$ cat src/rtl/pipe_adder_nbit.sv
// pipe_adder_nbit: pipelined ripple-carry adder/subtractor with valid/ready streaming.
//
// One CHUNK-bit slice of the sum is resolved per register stage. The pipeline has
// LAT = WIDTH/CHUNK stages, and every stage advances together.
//
// Ports:
//   clk        rising-edge clock
//   rst        asynchronous reset, active-high
//   in_valid   A/B/cin/sub carry a transaction
//   in_ready   pipeline can take a transaction this cycle
//   A, B       WIDTH-bit operands
//   cin        carry in; used in add mode only
//   sub        0: S = A + B + cin; 1: S = A - B
//   out_valid  S/cout/ovf carry a result
//   out_ready  consumer takes the result this cycle
//   S          sum or difference, modulo 2^WIDTH
//   cout       carry out of the MSB (in sub mode, 1 means no borrow)
//   ovf        two's-complement signed overflow
module pipe_adder_nbit #(
    parameter int unsigned WIDTH = 16,
    parameter int unsigned CHUNK = 4
) (
    input  logic             clk,
    input  logic             rst,
    input  logic             in_valid,
    output logic             in_ready,
    input  logic [WIDTH-1:0] A,
    input  logic [WIDTH-1:0] B,
    input  logic             cin,
    input  logic             sub,
    output logic             out_valid,
    input  logic             out_ready,
    output logic [WIDTH-1:0] S,
    output logic             cout,
    output logic             ovf
);

    localparam int unsigned LAT = WIDTH / CHUNK;

    if (WIDTH % CHUNK != 0) begin : g_bad_width
        $fatal(1, "pipe_adder_nbit: WIDTH must be a multiple of CHUNK");
    end

    // The whole pipe moves as one unit. Bubbles are never squeezed out.
    logic adv;
    assign adv      = !out_valid | out_ready;
    assign in_ready = adv;

    for (genvar k = 0; k < LAT; k++) begin : g_stage
        localparam int unsigned Lo = k * CHUNK;

        logic [WIDTH-1:0] a_in;
        logic [WIDTH-1:0] b_in;
        logic [WIDTH-1:0] s_in;
        logic             c_in;
        logic             v_in;
        logic [CHUNK:0]   sum;
        logic [WIDTH-1:0] s_d;

        logic [WIDTH-1:0] a_q;
        logic [WIDTH-1:0] b_q;
        logic [WIDTH-1:0] s_q;
        logic             c_q;
        logic             v_q;

        if (k == 0) begin : g_head
            // Subtraction is done as A + ~B + 1, so B is inverted once on entry.
            assign a_in = A;
            assign b_in = sub ? ~B : B;
            assign s_in = '0;
            assign c_in = sub | cin;
            assign v_in = in_valid;
        end else begin : g_body
            assign a_in = g_stage[k-1].a_q;
            assign b_in = g_stage[k-1].b_q;
            assign s_in = g_stage[k-1].s_q;
            assign c_in = g_stage[k-1].c_q;
            assign v_in = g_stage[k-1].v_q;
        end

        assign sum = {1'b0, a_in[Lo +: CHUNK]} + {1'b0, b_in[Lo +: CHUNK]}
                   + {{CHUNK{1'b0}}, c_in};

        // Lower chunks pass through unchanged. This stage fills in its own chunk.
        always_comb begin
            s_d               = s_in;
            s_d[Lo +: CHUNK]  = sum[CHUNK-1:0];
        end

        always_ff @(posedge clk or posedge rst) begin
            if (rst) begin
                a_q <= '0;
                b_q <= '0;
                s_q <= '0;
                c_q <= 1'b0;
                v_q <= 1'b0;
            end else if (adv) begin
                a_q <= a_in;
                b_q <= b_in;
                s_q <= s_d;
                c_q <= sum[CHUNK];
                v_q <= v_in;
            end
        end
    end

    // The carry into the MSB is recovered from the MSB sum bit:
    // s = a ^ b ^ c, so c = s ^ a ^ b.
    logic c_msb;
    logic ovf_q;
    assign c_msb = g_stage[LAT-1].sum[CHUNK-1] ^ g_stage[LAT-1].a_in[WIDTH-1]
                 ^ g_stage[LAT-1].b_in[WIDTH-1];

    always_ff @(posedge clk or posedge rst) begin
        if (rst) begin
            ovf_q <= 1'b0;
        end else if (adv) begin
            ovf_q <= c_msb ^ g_stage[LAT-1].sum[CHUNK];
        end
    end

    assign out_valid = g_stage[LAT-1].v_q;
    assign S         = g_stage[LAT-1].s_q;
    assign cout      = g_stage[LAT-1].c_q;
    assign ovf       = ovf_q;

    // Nothing downstream reads the operands held in the last stage.
    logic unused_last_ops;
    assign unused_last_ops = ^{g_stage[LAT-1].a_q, g_stage[LAT-1].b_q};

endmodule

$ cat config.mk
export PLATFORM = sky130hd
export DESIGN_NAME = pipe_adder_nbit
export DESIGN_NICKNAME = d
export VERILOG_FILES = /design/src/rtl/pipe_adder_nbit.sv
export SDC_FILE = /design/constraint.sdc
export NUM_CORES = 1
export LEC_CHECK = 0
export CELL_PAD_IN_SITES_DETAIL_PLACEMENT = 1
export CELL_PAD_IN_SITES_GLOBAL_PLACEMENT = 2
export CORE_ASPECT_RATIO = 1.75
export CORE_MARGIN = 2
export CORE_UTILIZATION = 35
export CTS_BUF_LIST = sky130_fd_sc_hd__clkbuf_16
export DETAILED_ROUTE_END_ITERATION = 8
export DONT_BUFFER_PORTS = 1
export PLACE_DENSITY = 0.74
export REMOVE_ABC_BUFFERS = 1
export SYNTH_ARGS = -nofsm -noshare
export SYNTH_HDL_FRONTEND = slang
export SYNTH_SLANG_ARGS = --single-unit
$ cat constraint.sdc
create_clock -name clk -period 3.1 [get_ports clk]
set_input_delay 0.465 -clock clk [delete_from_list [all_inputs] [get_ports clk]]
set_output_delay 0.465 -clock clk [all_outputs]
set_load 0.02 [all_outputs]
; Word level (Yosys, flattened, before mapping)
; Index checks and enable logic that the tools add are counted.
; W data, S select, Z words.
[totals]
output_inout_bits = 20
in_bits = 38
mem_bits_rw = 0
rom_bits = 0
memories = 0
latchBits = 0
regBits = 145
[classes]
mux = 1
magnitude_cmp = 0
shifts = 0
eq_ne = 0
reduce_logical = 1
add_sub_neg = 8
n_div = 0
multipliers = 0
bitwise_logic = 6
[op_table]
columns = operator, count
row1 = $add A4 B4 Y5, 4
row2 = $add A5 B1 Y5, 4
row3 = $mux W16, 1
row4 = $not A16 Y16, 1
row5 = $xor A1 B1 Y1, 3
row6 = $or A1 B1 Y1, 2
row7 = $logic_not A1 Y1, 1

; Depth between registers and ports, before layout
; Gate-level depths: netlist of run 1.
[depth]
ltp_word = 5
mapped_depth = 8

; Least setup slack after synthesis of run 1
; OpenSTA, ideal clock, no wires.
[synth_path]
path_type = input-to-reg
startpoint = in sub
endpoint = reg g_stage[0].c_q
setup_slack_ns = 0.675
path_buffers = 2
path_stages = 8
arrival_time_ns = 2.293
required_ns = 2.969
cell_sequence = buf_2 > buf_4 > or2_2 > fa_1 > fa_1 > a21o_1 > a21oi_1 > a21oi_1
[synth_between]
elab_chain_cells = 3
[synth_rtl]
columns = item, line
row1 = from (decl), 30  ; input logic sub,
row2 = $mux W16, 69  ; assign b_in = sub ? ~B : B;
row3 = $add A4 B4 Y5, 81  ; assign sum = {1'b0, a_in[Lo +: CHUNK]} + {1'b0, b_in[Lo +: CHUNK]}
row4 = $add A5 B1 Y5 *, 82  ; + {{CHUNK{1'b0}}, c_in};
row5 = to (signal assigned), 101  ; c_q <= sum[CHUNK];
row6 = to (decl), 63  ; logic c_q;
; Every way passes the cells marked *; elsewhere a longest branch is shown, timed or not.
; A chain may end at the register's enable or synchronous reset.

; Worst setup path after layout of run 1
[layout_path]
startpoint = reg g_stage[2].a_q[12]
endpoint = reg ovf_q (netlist: ovf)
[layout_between]
elab_chain_cells = 5
[layout_rtl]
columns = item, line
row1 = from (decl), 60  ; logic [WIDTH-1:0] a_q;
row2 = from (signal assigned), 98  ; a_q <= a_in;
row3 = $add A4 B4 Y5 *, 81
row4 = $add A5 B1 Y5 *, 82
row5 = $xor A1 B1 Y1, 111  ; assign c_msb = g_stage[LAT-1].sum[CHUNK-1] ^ g_stage[LAT-1].a_in[WIDTH-1]
row6 = $xor A1 B1 Y1, 112  ; ^ g_stage[LAT-1].b_in[WIDTH-1];
row7 = $xor A1 B1 Y1 *, 118  ; ovf_q <= c_msb ^ g_stage[LAT-1].sum[CHUNK];
row8 = to (signal assigned), 118
row9 = to (decl), 110  ; logic ovf_q;
; Marks and branches as above.

==> impl_metrics.tcl, run 1 <==
set metrics [dict create \
    syn_area_um2 4280 \
    arrival_ns 2.29 \
    max_freq_ghz 0.488 \
    port_buffers 0 \
    dieArea_um2 13200 \
    finalCriticalPeriod_ns 2.05 \
    yosys_warnings 0 \
    grt_max_degree 105 \
    cts-buffers-inserted 9 \
    stdcell_area_um2 4680 \
    fin_hold_ws_ns 0.158 \
    required_ns 3.35 \
    synth_seq_area_share 0.567 \
    hold_buffers 0 \
    p_leak_nw 2.35 \
    synthArstFlopShare 1.00 \
    startpoint_type "register" \
    worst-path-max-fanout 3 \
    setup_viol 0 \
    ant_nets 0 \
    clock_path_buffers 2 \
    postCtsSetupBuffers 0 \
    finalHoldViolCount 0 \
    io_pins 58 \
    postPlaceCellArea_um2 4430 \
    power_density_nw_per_um2 1020 \
    finalNetCount 509 \
    skew_ns 0.00431 \
    core_area_um2 12000 \
    grt_pass1_wl_um 14400 \
    drtIter0Drc 102 \
    syn2layout_area_growth_pct 9.45 \
    slew_headroom 0.312 \
    peakVddDrop_uv 382 \
    avgSynthCellArea_um2 9.34 \
    period_share 0.661 \
    clkTransAtPathRegs_ns 0.06 \
    vias_per_cell 4.56 \
    track_usage 0.141 \
    rsz0062_at_grt "no" \
    cts_max_level 3 \
    status "completed" \
    first_pass_iters 2 \
    cts.repair.resized 0 \
    die_h_um 150 \
    tightest_slew_ns 1.03 \
    synthFlopType "dfrtp_1" \
    drcViolationCount 0 \
    cts_root_buf "clkbuf_16" \
    die_x_um 87.6 \
    end_kind "register" \
    grt_pass1_vias 3021 \
    ys_seq_elements 97 \
    regArea_um2 2430 \
    drive_gt1_frac 0.0548 \
    overflow 0 \
    setup.worst_path.class "register to register" \
    wire_per_inst_um 13.4 \
    via_count 2834 \
    dpl.hpwl_um 5430 \
    synth_edf_count 0 \
    fillers 1394 \
    syn_inst 458 \
    detail_route.wirelength_um 8340 \
    cts_tree "yes" \
    drv_slew 0 \
    initial_core_util 0.356 \
    diodes 0 \
    num_rows 53 \
    multiInputGateArea_um2 1720 \
    gp_congestion 0.671 \
    antenna_found_initial 0 \
    clkSinkCount 97 \
    synthDistinctLibCells 29 \
    drv_cap 0 \
    worstSkewPairLatency_ns 0.33 \
    hold_path_class "input port to async pin" \
]
## per-layer routing
| layer | up-vias | share of wire | track usage |
|---|---|---|---|
| met5 | - | 0 | 0 |
| met4 | 0 | 0.013 | 0.0531 |
| met3 | 7 | 0.040 | 0.0400 |
| met2 | 37 | 0.52 | 0.234 |
| met1 | 1376 | 0.43 | 0.172 |
| li1 | 1414 | - | - |
## area by class of cell
cell class	count	share of cell area
Clock inverter	7	0.00641
Inverter	9	0.00802
Sequential cell	97	0.518
Clock buffer	9	0.0481
Multi-Input combinational cell	329	0.367
Timing Repair Buffer	5	0.00802
Tap cell	165	0.0441
## placed cells by master, fill, tap and decap left out
| cell type | count |
|---|---|
| a211oi_1 | 1 |
| a211oi_2 | 1 |
| a21o_1 | 4 |
| a21oi_1 | 12 |
| a31o_2 | 1 |
| a31oi_1 | 1 |
| and2_1 | 1 |
| and3_1 | 1 |
| buf_4 | 5 |
| clkbuf_16 | 9 |
| clkinv_1 | 2 |
| clkinv_2 | 4 |
| dfrtp_1 | 97 |
| fa_1 | 8 |
| ha_1 | 12 |
| inv_1 | 9 |
| inv_4 | 1 |
| nand2_1 | 220 |
| nand2b_1 | 1 |
| nand3_1 | 1 |
| nor2_1 | 10 |
| nor2b_1 | 2 |
| nor2b_4 | 1 |
| o211a_1 | 1 |
| o21ai_0 | 24 |
| o21bai_1 | 1 |
| o31ai_2 | 1 |
| or2_2 | 1 |
| or3b_4 | 1 |
| xnor2_1 | 13 |
| xor2_1 | 10 |
## where the power goes
part	internal (mW)	total (mW)	switching (mW)
clock	0.528	0.975	0.447
combinational	0.627	1.50	0.872
sequential	1.83	2.32	0.485
## state kept, by name, summed over array words and instances, names as in the netlist
signal,count
g_stage.c_q,3
g_stage.v_q,3
cout,1
g_stage.b_q,24
S,16
ovf,1
out_valid,1
g_stage.a_q,24
g_stage.s_q,24
## cell families (layout without fill, tap and decap cells)
group,count (synthesis),in the layout,synth area share
AND/OR/NAND/NOR,239,239,0.216
flip-flops,97,97,0.567
AO/OA/AOI/OAI,47,47,0.0644
buffers and inverters,32,30,0.0328
XOR/XNOR,23,23,0.0471
adder cells (fa/ha/maj),20,20,0.0725
## cells in the mapped netlist (3+ instances only)
cell type	instances	area, µm²
a21o_1	4	30.0
clkbuf_1	9	33.8
buf_2	13	65.1
nor2_1	10	37.5
ha_1	12	150
dfrtp_1	97	2430
nor2b_1	3	18.8
inv_1	8	30.0
fa_1	8	160
xnor2_1	13	114
xor2_1	10	87.6
o21ai_0	24	120
nand2_1	220	826
a21oi_1	12	60.1
## path summary, 6_finish.rpt
check                              startpoint                 to  slack (ns)  depth (start not counted)
max                        g_stage[2].a_q[12]                ovf        1.05                          6
min                                       rst  g_stage[0].b_q[5]        0.16                          1
min in group clk                         A[9]  g_stage[0].a_q[9]        0.24                          2
max reg2reg                g_stage[2].a_q[12]                ovf        1.05                          6
max in group asynchronous                 rst  g_stage[0].b_q[7]        2.18                          2
min reg2reg                 g_stage[2].s_q[8]  g_stage[2].s_q[8]        0.47                          2
## through the flow
| step | TNS (ns) | setup WS [ns] | utilization | instances | power [mW] |
|---|---|---|---|---|---|
| finish | 0 | 1.05 | 0.390 | 621 | 4.79 |
| global route | 0 | 0.936 | 0.390 | 621 | 5.26 |
| CTS | 0 | 1.03 | 0.390 | 621 | 4.91 |
| detailed placement | 0 | 0.932 | 0.369 | 605 | 3.90 |
| global placement | 0 | 0.985 | 0.369 | 605 | 3.79 |
| floorplan | -253.18 | -3.02 | - | 435 | 3.49 |
## worst max-delay path, cell delays in order (launching register included)
cell and delay [ns]:
dfrtp_1 0.40, fa_1 0.47, fa_1 0.42, nand3_1 0.15, a21oi_1 0.11, o211a_1 0.25
o31ai_2 0.17
Note: power is estimated with default switching activity, not from simulation.
==> run 2: changes to the inputs <==
==> constraint.sdc (replaced) <==
create_clock -name clk -period 1.6 [get_ports clk]
set_input_delay 0.24 -clock clk [delete_from_list [all_inputs] [get_ports clk]]
set_output_delay 0.24 -clock clk [all_outputs]
set_load 0.02 [all_outputs]
==> run 2 against run 1 <==
Effect of this change:
- the flow now finishes with violations (negative setup slack)
- die area unchanged
- final cell count up 3.1%
- sequential share of layout area decreased by 3.5 points
- wire length is 4.1% higher
- critical endpoint is now S[14]
- largest cell class unchanged
- largest power group unchanged
==> impl_metrics.tcl, run 2 (synthesis results as in run 1) <==
set metrics [dict create \
    status "finished, violations left" \
    violations "negative setup slack" \
    numPlacedInstances 612 \
    setup_viol 3 \
    ant_nets 0 \
    wl_met3_um 266 \
    cts_tree "yes" \
    combPwrFrac 0.341 \
    syn2layout_area_growth_pct 17.3 \
    layout_commonest_cell "nand2_1" \
    drtIter0Drc 103 \
    grt_max_degree 49 \
    track_usage 0.148 \
    dpl.hpwl_um 5850 \
    clkPwrFrac 0.224 \
    die_x_um 87.6 \
    fin_cells 640 \
    detail_route.wirelength_um 8680 \
    port_buffers 0 \
    drv_slew 0 \
    clkSinkCount 97 \
    die_h_um 150 \
    wl_met2_um 4810 \
    drv_cap 0 \
    finalCriticalPeriod_ns 1.86 \
    setup.worst_path.class "register to register" \
    p_leak_nw 2.49 \
    power_mw 10.3 \
    io_pins 58 \
    first_pass_iters 4 \
    finalNetCount 528 \
    worstSkewPairLatency_ns 0.34 \
    min_path_cells 2 \
    drcViolationCount 0 \
    rsz0062_at_grt "yes" \
    met1_length_um 3420 \
    via_count 2948 \
    wire_per_inst_um 13.6 \
    final_cell_mix "220 x nand2_1, 97 x dfrtp_1, 19 x o21ai_0" \
    gp_congestion 0.721 \
    min_from "A[4]" \
    clkTransAtPathRegs_ns 0.07 \
    overflow 0 \
    worst-path-max-fanout 2 \
    p_int_mw 6.53 \
    skew_ns 0.00794 \
    diodes 0 \
    peakVddDrop_uv 591 \
    startpoint_type "register" \
    hold_path_class "input port to register" \
    period_share 1.16 \
    grt_pass1_vias 3156 \
    clock_path_buffers 2 \
    power_density_nw_per_um2 2050 \
    tightest_slew_ns 0.508 \
    seqPwrFrac 0.435 \
    reg_top3 "g_stage.a_q: 24 flops, g_stage.b_q: 24 flops, g_stage.s_q: 24 flops" \
    reg2reg_depth 7 \
    max_freq_ghz 0.537 \
    core_area_um2 12000 \
    cts-buffers-inserted 9 \
    reg2reg_to "S[14]" \
    required_ns 1.83 \
    slew_headroom 0.661 \
    end_kind "register" \
    p_switching_mw 3.78 \
    cts_max_level 3 \
    finalHoldViolCount 0 \
    cts_root_buf "clkbuf_16" \
    initial_core_util 0.356 \
    antenna_found_initial 0 \
    highest_layer "met4" \
    dieArea_um2 13200 \
    r2r_setup_slack_ns -0.26 \
    worst_slack_ns -0.261 \
    vias_per_cell 4.61 \
    num_rows 53 \
    hold_end "g_stage[0].a_q[4]" \
    setup.worst_path.start "g_stage[2].a_q[12]" \
    grt_pass1_wl_um 14900 \
    arrival_ns 2.09 \
    switching_share 0.367 \
    rr_startpoint "g_stage[2].a_q[12]" \
    drive_gt1_frac 0.112 \
]
-- run 2: cell types whose count changed in the layout (fill, tap and decap cells not counted), moves of 4 or more --
| cell | change |
|---|---|
| buf_12 | +4 |
| dlygate4sd3_1 | +7 |
| o21ai_0 | -5 |
| fa_2 | +5 |
| o21ai_1 | +5 |
| fa_1 | -5 |
| buf_4 | +6 |
-- run 2: worst max path at each step --
stage / cells after the start / slack, ns / to
2_1_floorplan: 3 / -4.51 / S[15]
3_5_place_dp: 6 / -0.46 / ovf
5_1_grt: 6 / -0.34 / ovf
4_1_cts: 6 / -0.29 / ovf
3_3_place_gp: 6 / -0.38 / ovf
6_report: 7 / -0.26 / S[14]
-- run 2: per-layer routing --
metal / track usage / vias up
met3: 0.0313 / 11
met4: 0.0692 / 0
met1: 0.164 / 1451
met5: 0 / -
met2: 0.265 / 39
li1: - / 1447
-- run 2: repair_timing --
action | in CTS | in global routing
gates resized for setup | 10 | 11
endpoints found under the setup margin | 9 | 9
hold endpoints to repair | 26 | 0
hold buffers | 7 | 0
pin swaps | 3 | 6
gates cloned | 0 | 0
buffers inserted | 2 | 3
-- run 2: area by class of cell --
type	instances	area [µm²]
clock inverters	7	93.8
flip-flops and latches	97	2430
well taps	165	206
multi-input cells	329	1770
clock buffers	9	225
repair buffers	24	255
inverters	9	37.5
fillers	1362	6980
-- run 2: through the flow --
step | TNS (ns) | instance area (µm²) | worst slack [ns] | utilization | hold slack (ns)
4_1_cts | -0.596 | 4970 | -0.287 | 0.414 | 0.0000865
5_1_grt | -0.794 | 5020 | -0.345 | 0.418 | 0.00332
2_1_floorplan | -512.88 | 4170 | -4.51 | - | 0.352
3_3_place_gp | -1.30 | 4530 | -0.382 | 0.377 | 0.0980
6_report | -0.584 | 5020 | -0.261 | 0.418 | 0.0109
3_5_place_dp | -1.67 | 4530 | -0.459 | 0.377 | 0.104
-- run 2: power by group through the flow --
stage | logic (mW) | registers (mW) | clock network (mW)
2_1_floorplan | 2.40 | 4.37 | 0
3_3_place_gp | 3.00 | 4.49 | 0
3_5_place_dp | 3.16 | 4.54 | 0
4_1_cts | 3.39 | 4.50 | 2.40
5_1_grt | 4.08 | 4.63 | 2.49
6_report | 3.51 | 4.48 | 2.31
-- run 2: critical path, stage by stage, from the launching register on --
cell     delay, ns
dfrtp_1       0.41
fa_2          0.42
fa_2          0.37
buf_4         0.15
buf_6         0.10
buf_6         0.10
xnor2_2       0.13
o21ai_1       0.07
==> run 3: changes to the inputs <==
--- a/config.mk
+++ b/config.mk
@@ -8,7 +8,6 @@
 export CELL_PAD_IN_SITES_DETAIL_PLACEMENT = 1
 export CELL_PAD_IN_SITES_GLOBAL_PLACEMENT = 2
 export CORE_ASPECT_RATIO = 1.75
-export CORE_MARGIN = 2
 export CORE_UTILIZATION = 35
 export CTS_BUF_LIST = sky130_fd_sc_hd__clkbuf_16
 export DETAILED_ROUTE_END_ITERATION = 8
@@ -18,3 +17,4 @@
 export SYNTH_ARGS = -nofsm -noshare
 export SYNTH_HDL_FRONTEND = slang
 export SYNTH_SLANG_ARGS = --single-unit
+export TNS_END_PERCENT = 5
==> run 3 against run 2 <==
Effect of this change:
- the run still ends with negative setup slack left
- clock power is 9.1% lower
- power decreased by 5.0%
- die area is 3.6% lower
- clock skew is 0.0015 ns lower
- maximum frequency shrank 0.28%
- critical path type unchanged
- critical endpoint is now ovf
==> impl_metrics.tcl, run 3 (synthesis results as in run 1) <==
set metrics [dict create \
    status "finished, violations left" \
    violations "negative setup slack" \
    via_count 2904 \
    diodes 0 \
    worstSkewPairLatency_ns 0.33 \
    slowest_stage "fa_2" \
    setup.worst_path.class "register to register" \
    wl_met3_um 311 \
    grt_pass1_vias 3062 \
    first_pass_iters 4 \
    vias_per_cell 4.81 \
    core_area_um2 11900 \
    die_x_um 85.6 \
    setup_viol 4 \
    worstPathCellList "fa_2 > fa_2 > nand3_4 > a21oi_2 > o211a_1 > o31ai_2" \
    fin_util 0.407 \
    cts-buffers-inserted 9 \
    grt_max_degree 68 \
    ant_nets 0 \
    overflow 0 \
    skew_ns 0.00645 \
    path_depth 6 \
    slew_headroom 0.736 \
    final_cell_mix "220 x nand2_1, 97 x dfrtp_1, 22 x o21ai_0" \
    wl_met2_um 4480 \
    required_ns 1.85 \
    cts_tree "yes" \
    gp_congestion 0.724 \
    startpoint_type "register" \
    postCtsSetupBuffers 0 \
    reg2reg_depth 6 \
    cpMostUsedCell "fa_2" \
    worst-path-max-fanout 3 \
    max_stage_delay_ns 0.42 \
    dieArea_um2 12700 \
    clkSinkCount 97 \
    syn2layout_area_growth_pct 13.6 \
    port_buffers 0 \
    track_usage 0.147 \
    drv_cap 0 \
    peakVddDrop_uv 545 \
    clock_path_buffers 2 \
    drv_slew 0 \
    tns_ns -0.537 \
    min_from "A[6]" \
    p_leak_nw 2.42 \
    finalHoldViolCount 0 \
    layout_commonest_cell "nand2_1" \
    power_density_nw_per_um2 2020 \
    detail_route.wirelength_um 8400 \
    drive_gt1_frac 0.0985 \
    rsz0062_at_grt "yes" \
    highest_layer "met4" \
    setup.worst_path.start "g_stage[2].b_q[12]" \
    drcViolationCount 0 \
    grt_pass1_wl_um 14600 \
    cts_root_buf "clkbuf_16" \
    rr_startpoint "g_stage[2].b_q[12]" \
    cp_top_family "adder cells" \
    arrival_ns 2.11 \
    tightest_slew_ns 0.397 \
    antenna_found_initial 0 \
    num_rows 53 \
    worst_slack_ns -0.266 \
    io_pins 58 \
    dpl.hpwl_um 5730 \
    power_mw 9.79 \
    fillers 1361 \
    finalNetCount 520 \
    reg_top3 "g_stage.a_q: 24 flops, g_stage.b_q: 24 flops, g_stage.s_q: 24 flops" \
    drtIter0Drc 102 \
    wire_per_inst_um 13.9 \
    clkTransAtPathRegs_ns 0.07 \
    finalCriticalPeriod_ns 1.87 \
    max_freq_ghz 0.536 \
    regArea_um2 2430 \
    path_buf_inv 0 \
    min_path_cells 2 \
    met1_length_um 3480 \
    die_h_um 148 \
    period_share 1.17 \
    end_kind "register" \
    initial_core_util 0.358 \
    multiInputGateArea_um2 1760 \
    cts_max_level 3 \
    hold_path_class "input port to register" \
]
-- run 3: cell types whose count changed in the layout (fill, tap and decap cells not counted), sizes merged --
cell         change
dlygate4sd3      -4
buf              -4
clkinvlp         +1
bufinv           -1
-- run 3: timing repair --
item | CTS | global route
setup endpoints to repair | 7 | 14
hold buffers | 3 | 0
resized for setup | 7 | 7
endpoints found under the hold margin | 28 | 0
pin swaps | 0 | 4
-- run 3: final timing paths --
path	end	slack [ns]
min	g_stage[0].a_q[6]	0.02
min in group asynchronous	g_stage[1].v_q	0.38
max in group asynchronous	g_stage[0].b_q[11]	0.66
max	ovf	-0.27
min reg2reg	g_stage[1].s_q[0]	0.47
max reg2reg	ovf	-0.27
-- run 3: per-stage QoR --
step           cells  setup slack, ns  hold slack, ns  instance area [µm²]
6_report         604           -0.266          0.0166                 4860
2_1_floorplan    435            -4.51           0.352                 4170
3_3_place_gp     585           -0.392           0.135                 4500
3_5_place_dp     585           -0.426           0.139                 4500
4_1_cts          604           -0.261        0.000950                 4840
5_1_grt          604           -0.332          0.0133                 4860
-- run 3: layout make-up --
| cell class | count | area share |
|---|---|---|
| Tap cell | 137 | 0.0353 |
| Timing Repair Buffer | 16 | 0.0366 |
| Clock inverter | 7 | 0.0129 |
| Sequential cell | 97 | 0.499 |
| Inverter | 9 | 0.00772 |
| Multi-Input combinational cell | 329 | 0.362 |
| Clock buffer | 9 | 0.0463 |
-- run 3: power breakdown --
group	internal, mW	switching [mW]
logic	1.42	1.81
registers	3.55	0.919
clock network	1.20	0.902
total	6.16	3.63
-- run 3: worst reg2reg max path: stages (launching register included) --
cell	delay, ns
dfrtp_1	0.40
fa_2	0.42
fa_2	0.40
nand3_4	0.10
a21oi_2	0.07
o211a_1	0.22
o31ai_2	0.17
-- run 3: layer usage --
metal,GRT usage,vias to the layer above
li1,-,1434
met1,0.173,1421
met2,0.258,39
met3,0.0327,10
met4,0.0600,0
met5,0,-
==> RTL edit (flow settings as in run 2) <==
Change the parameter `WIDTH` from 16 to 32.
--- a/src/rtl/pipe_adder_nbit.sv
+++ b/src/rtl/pipe_adder_nbit.sv
@@ -17,7 +17,7 @@
 //   cout       carry out of the MSB (in sub mode, 1 means no borrow)
 //   ovf        two's-complement signed overflow
 module pipe_adder_nbit #(
-    parameter int unsigned WIDTH = 16,
+    parameter int unsigned WIDTH = 32,
     parameter int unsigned CHUNK = 4
 ) (
     input  logic             clk,
Ports: changed (resized A, B and S); port bits go from 58 to 106. No check against the original RTL was run, so the function may have changed too.
==> RTL edit against run 2 <==
- the flow still finishes with violations (setup timing)
- area after synthesis grew to 3.7 times the old value
- non-clock buffer count is 132 higher
- combinational power grew to 3.0 times the old value
- sequential power grew to 3.8 times the old value
- setup slack better by 120 ps
- utilization is 0.78 points higher
- total power grew to 3.5 times the old value
- final area grew to 3.8 times the old value
- sequential cell count is 288 higher
- routed wire length grew to 3.9 times the old value
==> RTL edit: results <==
{
  "drive_above_1_share_pct": 7.822,
  "grt_use_met1_pct": 18.66,
  "clock_path_buffers": 3,
  "final_net_count": 1928,
  "yosysUniqueCellTypes": 22,
  "seq_area_mm2": 0.009634,
  "grt_max_degree": 62,
  "syn_inst": 1710,
  "clock_area_share_pct": 5.924,
  "dp.cells": 2253,
  "postPlaceCellArea_mm2": 0.01668,
  "numPortBuffers": 0,
  "synthXorXnorAreaFrac_pct": 2.792,
  "critPathArrivalTime_ps": 2150,
  "p_leak_uw": 0.009690,
  "gp_congestion": 0.7262,
  "status": "complete, but fails checks",
  "tightest_slew_ps": 440.6,
  "drt_iter0_markers": 457,
  "synth_fa_ha_area_share_pct": 3.957,
  "n_antenna_cell": 1,
  "fillers": 5017,
  "skew_ps": 9.198,
  "synth.area.top_cells": "dfrtp_1 61%, nand2_1 23%, fa_1 2.0%",
  "grtUsageTotal_pct": 15.12,
  "tns_ps": -229.2,
  "clkPwrFrac_pct": 23.0,
  "synth-seq-area-share_pct": 61.43,
  "critical-path-max-stage-delay_ps": 380,
  "synth-compound-area-share_pct": 3.351,
  "cpMaxStageDelayCell": "dfrtp_1",
  "multi_input_gates": 1209,
  "wl_per_cell_um": 13.90,
  "hpwl_um": 21250,
  "multiInputGateArea_mm2": 0.005534,
  "ys_ff_latch": 385,
  "clock_latency_ps": 530,
  "swShare_pct": 35.16,
  "utilization_pct": 42.59,
  "setup_violations": 3,
  "buffers_excl_clock": 156,
  "numCtsBuffers": 39,
  "buf_share_pct": 9.234,
  "muxShareOfSynthArea_pct": 0.07180,
  "setup_slack_ps": -143.6,
  "die_width_um": 164.0,
  "nClkBuffers": 41,
  "layoutNonFillerInstCount": 2414,
  "ir_worst_vdd_v": 0.0008349,
  "reg_top3": "g_stage.a_q (112), g_stage.b_q (112), g_stage.s_q (112)",
  "grt_pass1_vias": 11766,
  "synth_flop_cell": "dfrtp_1",
  "met3_usage_pct": 2.748,
  "gr-usage-met2_pct": 26.30,
  "netlist_top_cells_count": "980 x nand2_1, 385 x dfrtp_1, 60 x o21ai_0",
  "failed_checks": "setup timing",
  "inverters_excl_clock": 27,
  "grt_pass1_wl_um": 58140,
  "vias": 10893,
  "pre_cts_ws_ps": -323.2
}
## RTL edit: worst max-delay path: cells and delay by family, from the launching register on
kind / cells / cell delay [ps]
simple gates: 1 / 160
compound gates: 2 / 220
fa+ha+maj: 2 / 570
flops: 1 / 380
xor+xnor: 2 / 260
buf+inv: 1 / 40
## RTL edit: final timing paths
| check | start | end | slack (ps) | cells after the start |
|---|---|---|---|---|
| worst max-delay path | g_stage[6].a_q[28] | ovf | -140 | 8 |
| max in group asynchronous | rst | g_stage[1].b_q[13] | 700 | 3 |
| worst max register to register | g_stage[6].a_q[28] | ovf | -140 | 8 |
| min in group asynchronous | rst | g_stage[3].a_q[18] | 250 | 2 |
| worst min-delay path | A[0] | g_stage[0].s_q[0] | 40 | 3 |
| worst min register to register | g_stage[3].s_q[11] | g_stage[4].s_q[11] | 460 | 2 |
## RTL edit: power groups by stage
stage | logic (uW) | clock network [uW] | registers (uW)
after global placement | 9740 | 0 | 17100
after floorplan | 7530 | 0 | 16600
final | 10700 | 8290 | 17100
after CTS | 10800 | 8680 | 17200
after global routing | 12700 | 9040 | 17800
after detailed placement | 10300 | 0 | 17300
## RTL edit: per-layer routing
metal / vias to the layer above / wire [um] / share of wire [%]
li1: 5421 / - / -
met1: 5289 / 14220 / 42
met2: 129 / 17060 / 51
met3: 54 / 1239 / 3.7
met4: 0 / 1028 / 3.1
met5: - / 0 / 0
## RTL edit: what timing repair did
| action | 4_1_cts | 5_1_grt |
|---|---|---|
| resized for setup | 17 | 16 |
| hold buffers | 86 | 0 |
| setup endpoints to repair | 11 | 24 |
| pin swaps | 4 | 7 |
| gates cloned | 0 | 2 |
| buffers inserted | 5 | 3 |
| endpoints found under the hold margin | 330 | 0 |
